`src/rtl/bus_arbiter_n.sv`:
```
// bus_arbiter_n: N-master arbiter for the ADS serial bus.
// Fixed-priority or round-robin selection chosen at elaboration. One
// outstanding split transaction is tracked against the split-capable
// slave, and an optional hold timeout pre-empts long grants.
module bus_arbiter_n #(
  parameter int NUM_MASTERS = 4,
  parameter int RR_MODE     = 0,
  parameter int MAX_HOLD    = 0,
  localparam int MW = (NUM_MASTERS > 2) ? $clog2(NUM_MASTERS) : 1
) (
  input  logic                   clk,
  input  logic                   rstn,
  input  logic [NUM_MASTERS-1:0] breq,
  input  logic                   sready_nsplit,
  input  logic                   sreadysp,
  input  logic                   ssplit,
  output logic [NUM_MASTERS-1:0] bgrant,
  output logic [MW-1:0]          msel,
  output logic [NUM_MASTERS-1:0] msplit,
  output logic                   split_grant
);

  localparam int HW        = (MAX_HOLD > 1) ? $clog2(MAX_HOLD) : 1;
  localparam int HOLD_LAST = (MAX_HOLD > 0) ? (MAX_HOLD - 1) : 0;
  localparam logic [HW-1:0] HOLD_LAST_V = HW'(HOLD_LAST);

  typedef enum logic [0:0] {
    ST_IDLE  = 1'b0,
    ST_GRANT = 1'b1
  } state_t;

  state_t                 state_r;
  logic [MW-1:0]          owner_r;
  logic                   sp_valid_r;
  logic [MW-1:0]          sp_owner_r;
  logic [MW-1:0]          rr_ptr_r;
  logic [HW-1:0]          hold_cnt_r;
  logic                   split_grant_r;

  logic [NUM_MASTERS-1:0] req_mask_s;
  logic [MW-1:0]          cand_s;
  logic                   cand_any_s;
  logic                   timeout_s;

  // One-hot decode of a master index.
  function automatic logic [NUM_MASTERS-1:0] onehot(input logic [MW-1:0] idx);
    onehot = {{(NUM_MASTERS-1){1'b0}}, 1'b1} << idx;
  endfunction

  // Successor index, wrapping at NUM_MASTERS.
  function automatic logic [MW-1:0] next_idx(input logic [MW-1:0] idx);
    next_idx = (int'(idx) == NUM_MASTERS - 1) ? {MW{1'b0}} : (idx + MW'(1));
  endfunction

  // Lowest set index of the mask (scan downward so the last hit wins).
  function automatic logic [MW-1:0] pick_fixed(input logic [NUM_MASTERS-1:0] m);
    pick_fixed = {MW{1'b0}};
    for (int i = NUM_MASTERS - 1; i >= 0; i--) begin
      pick_fixed = m[i] ? MW'(i) : pick_fixed;
    end
  endfunction

  // First set index at or after ptr, wrapping; scanned backwards from the
  // farthest offset so the nearest hit is the final assignment.
  function automatic logic [MW-1:0] pick_rr(input logic [NUM_MASTERS-1:0] m,
                                            input logic [MW-1:0] ptr);
    int idx;
    pick_rr = {MW{1'b0}};
    for (int k = NUM_MASTERS - 1; k >= 0; k--) begin
      idx     = (int'(ptr) + k) % NUM_MASTERS;
      pick_rr = m[idx] ? MW'(idx) : pick_rr;
    end
  endfunction

  // Eligible requesters and the arbitration winner among them.
  always_comb begin
    req_mask_s = breq;
    if (ssplit) begin
      req_mask_s = breq & ~onehot(sp_owner_r);
    end else begin
      req_mask_s = breq;
    end
    if (RR_MODE != 0) begin
      cand_s = pick_rr(req_mask_s, rr_ptr_r);
    end else begin
      cand_s = pick_fixed(req_mask_s);
    end
    cand_any_s = |req_mask_s;
  end

  // Hold timeout fires on the last allowed cycle while someone else waits.
  always_comb begin
    timeout_s = (MAX_HOLD > 0) && (hold_cnt_r == HOLD_LAST_V) && (|(breq & ~bgrant));
  end

  // Arbitration state machine, split tracking and hold counter.
  always_ff @(posedge clk) begin
    if (!rstn) begin
      state_r       <= ST_IDLE;
      owner_r       <= {MW{1'b0}};
      sp_valid_r    <= 1'b0;
      sp_owner_r    <= {MW{1'b0}};
      rr_ptr_r      <= {MW{1'b0}};
      hold_cnt_r    <= {HW{1'b0}};
      split_grant_r <= 1'b0;
    end else begin
      split_grant_r <= 1'b0;
      case (state_r)
        ST_IDLE: begin
          if (!ssplit && sp_valid_r) begin
            // Split resume outranks every fresh request.
            state_r    <= ST_GRANT;
            owner_r    <= sp_owner_r;
            rr_ptr_r   <= next_idx(sp_owner_r);
            hold_cnt_r <= {HW{1'b0}};
          end else if (!ssplit && sready_nsplit && sreadysp && cand_any_s) begin
            state_r    <= ST_GRANT;
            owner_r    <= cand_s;
            rr_ptr_r   <= next_idx(cand_s);
            hold_cnt_r <= {HW{1'b0}};
          end else if (ssplit && sp_valid_r && sready_nsplit && cand_any_s) begin
            // Split slave busy: others may still use non-split slaves.
            state_r    <= ST_GRANT;
            owner_r    <= cand_s;
            rr_ptr_r   <= next_idx(cand_s);
            hold_cnt_r <= {HW{1'b0}};
          end else begin
            state_r <= ST_IDLE;
          end
        end
        ST_GRANT: begin
          if (hold_cnt_r == HOLD_LAST_V) begin
            hold_cnt_r <= hold_cnt_r;
          end else begin
            hold_cnt_r <= hold_cnt_r + HW'(1);
          end
          if (sp_valid_r && (owner_r == sp_owner_r) && !ssplit) begin
            sp_valid_r    <= 1'b0;
            split_grant_r <= 1'b1;
            rr_ptr_r      <= next_idx(owner_r);
          end else begin
            sp_valid_r <= sp_valid_r;
          end
          if (!breq[owner_r]) begin
            state_r <= ST_IDLE;
          end else if (!sp_valid_r && ssplit) begin
            state_r    <= ST_IDLE;
            sp_valid_r <= 1'b1;
            sp_owner_r <= owner_r;
          end else if (timeout_s) begin
            state_r <= ST_IDLE;
          end else begin
            state_r <= ST_GRANT;
          end
        end
        default: begin
          state_r <= ST_IDLE;
        end
      endcase
    end
  end

  assign bgrant      = (state_r == ST_GRANT) ? onehot(owner_r) : {NUM_MASTERS{1'b0}};
  assign msel        = (state_r == ST_GRANT) ? owner_r : {MW{1'b0}};
  assign msplit      = sp_valid_r ? onehot(sp_owner_r) : {NUM_MASTERS{1'b0}};
  assign split_grant = split_grant_r;

endmodule

```
`config.mk`:
```
export PLATFORM = sky130hd
export DESIGN_NAME = bus_arbiter_n
export DESIGN_NICKNAME = d
export VERILOG_FILES = /design/src/rtl/bus_arbiter_n.sv
export SDC_FILE = /design/constraint.sdc
export NUM_CORES = 1
export LEC_CHECK = 0
export CORE_AREA = 2 2 39 41
export CTS_BUF_LIST = sky130_fd_sc_hd__clkbuf_4 sky130_fd_sc_hd__clkbuf_8
export DETAILED_ROUTE_END_ITERATION = 10
export DIE_AREA = 0 0 41 43
export PLACE_DENSITY = 0.86
export SETUP_SLACK_MARGIN = 0.3
export SYNTH_ARGS = -nofsm -noshare
export SYNTH_HDL_FRONTEND = slang
export SYNTH_SLANG_ARGS = --single-unit
```
`constraint.sdc`:
```
create_clock -name clk -period 2.7 [get_ports clk]
set_input_delay 0.54 -clock clk [delete_from_list [all_inputs] [get_ports clk]]
set_output_delay 0.54 -clock clk [all_outputs]
set_load 0.1 [all_outputs]
```
# Word level (Yosys, flattened, before mapping)
# Cells that the tools add are included.
# word_totals
register_bits	7
in_bits	9
wordCells	52
# classes
magnitude_cmp	1
n_eq_ne	1
n_shift	2
muxes	23
n_bitwise	3
reduce_logical	17
# op_table
cell	count
2-bit 2-to-1 mux	8
4-bit 2-to-1 mux	3
1-bit logical AND	10
1-bit 2-to-1 mux	10
1-bit by 2-bit << shifter with 4-bit output (first input constant)	2
4-bit bitwise AND	1
4-bit inverter	1
2-bit AND reduction	2
4-bit OR reduction	1
2-bit by 3-bit < comparator with 1-bit output (second input constant)	1
3-bit AND reduction	1
3-bit nonzero test	1
1-bit binary-select mux with 2-bit select	1
2-bit equality test	1
1-bit zero test	2
1-bit case mux with 2 select lines	1
1-bit inverter	1

# Logic depth before layout (Yosys ltp)
# logic_depth
word_depth	11
depth_mapped	5
depth_no_buf	4

# Least setup slack after synthesis
# OpenSTA, ideal clock, no wires.
# synth_timing
kind	flip-flop to output port
from	register sp_valid_r
to	output port msplit[0]
arrival_ns	2.825
t_required_ns	2.160
path_slack_ns	-0.665
stages_incl_launch_ff	3
path_cell_list	dfxtp_1 > clkbuf_1 > nor3b_1
# synth_between
elab_chain_len	1
# synth_rtl
element	line_no	rtl
from (decl)	34	logic sp_valid_r;
from (signal assigned)	142	sp_valid_r <= sp_valid_r;
4-bit 2-to-1 mux	165	assign msplit = sp_valid_r ? onehot(sp_owner_r) : {NUM_MASTERS{1'b0}};
to (decl)	19	output logic [NUM_MASTERS-1:0] msplit,
# Every way passes these cells.

# Final worst setup path
# layout_timing
from	input port ssplit
to	register owner_r[0]
# layout_between
elab_chain_len	8
elab_cells_between_ends	19
# layout_rtl
element	line_no	rtl
from (decl)	16	input logic ssplit,
4-bit 2-to-1 mux	78	if (ssplit) begin
2-bit 2-to-1 mux (4 in series)	59	pick_fixed = m[i] ? MW'(i) : pick_fixed;
2-bit 2-to-1 mux	121	end else if (ssplit && sp_valid_r && sready_nsplit && cand_any_s) begin
2-bit 2-to-1 mux	116	end else if (!ssplit && sready_nsplit && sreadysp && cand_any_s) begin
2-bit 2-to-1 mux	110	if (!ssplit && sp_valid_r) begin
to (signal assigned)	113	owner_r <= sp_owner_r;
to (signal assigned)	118	owner_r <= cand_s;
to (signal assigned)	124	owner_r <= cand_s;
to (decl)	33	logic [MW-1:0] owner_r;
# Parallel ways exist; a longest one is shown, timed or not. The select of a mux whose other input is x is not followed.
# A chain may end at the register's enable or synchronous reset.

==> run metrics <==
Hold/Removal Path Class reg2reg; EDFF count, synth 0; DR vias 617; CP Launch Type input pin; outcome completed; DIE AREA 1760 um^2; Resize count post-CTS 0; Setup-failing EPs final 0; final worst slack 0.612 ns; placed cell area 741 um^2; Setup Crit Path Kind in2reg; Num CTS Buffers 3; Synth top area share 0.246; sum of negative setup slack 0 ns; RSZ-0062 raised after global routing false; post-synth cell types 36; Pins Over Slew Limit 0; #FFs+latches synth 7; Initial Utilization 0.412; Post-synth top flop dfxtp_1; commonest non-fill, non-tap cells in the layout 11 x buf_4, 8 x nand2_1, 8 x clkdlybuf4s50_1, 7 x nor2_1, 7 x dfxtp_1; final hold vios 0; Finished Core Util 0.557; die width 41 um; Max IR drop VDD 159 uV; Rel. slew slack 0.666; GRT overflow 0; arrival time worst endpoint 2.26 ns; commonest non-fill, non-tap cell in the layout buf_4; Clock Sinks 7; Hold WS 0.586 ns; post-DP HPWL 984 um; hold_buf cts 0; DRC 0; FMAX 479 MHz; die height 43 um; Cell Area, Synth 571 um^2; initial antenna violation count 0; Filler Cells Inserted 136; Placed Cells 102; drt initial violations 18; Vias/cell 5.82; total routed wirelength 1320 um; root buffer cell clkbuf_4; worst path cell trace clkdlybuf4s50_1 -> or3b_2 -> o211ai_1 -> a221o_1 -> mux2i_1; buffers added on ports 19; WP data required 2.87 ns; Crit. End Element flop; Max clock buf depth 2; PD cells 358 nW/um^2; Final nets 100; drt wl/cell 12.5 um; Core Area 1380 um^2; CP max stage delay 0.67 ns; Synthesized Nets 81; Ys Warns 0; gpl congestion 0.832; Slew @ Worst Pin 0.501 ns; 1st-pass router iterations 4; largest net degree at the start of global routing 15; cell area after layout 771 um^2; ANT nets after route 0; Area Growth Syn to Fin 35.1%; clk_skew 0.00767 ns; io pins 20; vias in the first global route 552; final period utilization 0.773; register area 140 um^2; sequential area share after synthesis 0.246; fin crit period 2.09 ns; Final Total Pwr 0.276 mW; H-tree depth 1; Static Leak 0.316 nW; CTS tree done; fraction of layout cells with a size suffix above 1 0.278; area of the multi-input gates 403 um^2; top cells by area, synth dfxtp_1 25%, nand2_1 5.3%, nor2_1 5.3%, mux4_2 3.9%, or3b_2 3.1%; Max Cap Violations 0; worst-path maximum fanout 10; FFs w/ async S/R, synth 0; Antenna Cells 0; CTS clock-pin slew for the worst setup and hold paths 0.06 ns; slowest cell on the critical path clkdlybuf4s50_1; setup repair bufs after CTS 0; Worst-Skew Late Latency 0.25 ns; first-pass GRT wire length 2420 um; fin cells 106; Post-Syn Area per Cell 7.92 um^2; cell taking the most area after synthesis dfxtp_1; pre-CTS WS 0.362 ns; GRT Total Usage 0.194; cell count after synthesis 72; Rows 14
==> synth_stat cells (2+ instances only) <==
library cell  number
a21boi_0           2
clkbuf_1           3
nor2_1             8
nand2_1            8
nand3_1            3
and3_1             2
nor3_1             3
o22ai_1            2
or3b_2             2
inv_1              4
dfxtp_1            7
o211ai_1           2
o21ai_0            3
==> flip-flops by register name, summed over array words and instances (netlist names) <==
register,cells
owner_r,2
sp_owner_r,2
sp_valid_r,1
split_grant,1
state_r,1
==> power by group <==
| group | total [mW] | internal [mW] | switching [mW] |
|---|---|---|---|
| sequential | 0.112 | 0.106 | 0.00566 |
| combinational | 0.0581 | 0.0273 | 0.0308 |
| clock | 0.106 | 0.0665 | 0.0397 |
==> cells by family (layout without fill, tap and decap cells) <==
group / count (synthesis) / in the layout / share of synthesized area
AOI/OAI and AO/OA: 19 / 19 / 0.265
xor gates and xnor gates: 2 / 2 / 0.0307
muxes: 4 / 4 / 0.103
DFF: 7 / 7 / 0.246
and+or+nand+nor: 31 / 31 / 0.276
buffers and inverters: 9 / 27 / 0.0789
==> layer usage <==
metal,global-route usage,vias up,share of wire
li1,-,304,-
met1,0.250,287,0.45
met2,0.306,24,0.49
met3,0.0314,2,0.051
met4,0.0800,0,0.0091
met5,0,-,0
==> worst paths after layout <==
| check | startpoint | end | slack [ns] | cells after the start |
|---|---|---|---|---|
| worst min-delay path | owner_r[1] | sp_owner_r[1] | 0.59 | 2 |
| worst max-delay path | ssplit | owner_r[0] | 0.61 | 5 |
| worst max register to register | sp_owner_r[0] | owner_r[0] | 0.99 | 4 |
| worst min register to register | owner_r[1] | sp_owner_r[1] | 0.59 | 2 |
==> worst max-delay path: cells and delay by family <==
family	cells	cell delay (ns)
buffers and inverters	1	0.67
AND/OR/NAND/NOR	1	0.48
AO/OA/AOI/OAI	2	0.34
multiplexers	1	0.22
==> area by class of cell <==
| cell class | count | area share |
|---|---|---|
| Clock buffer | 4 | 0.0390 |
| Inverter | 4 | 0.0195 |
| Multi-Input combinational cell | 56 | 0.523 |
| Sequential cell | 7 | 0.182 |
| Tap cell | 16 | 0.0260 |
| Timing Repair Buffer | 19 | 0.211 |
Power figures use the tool's default switching activity.
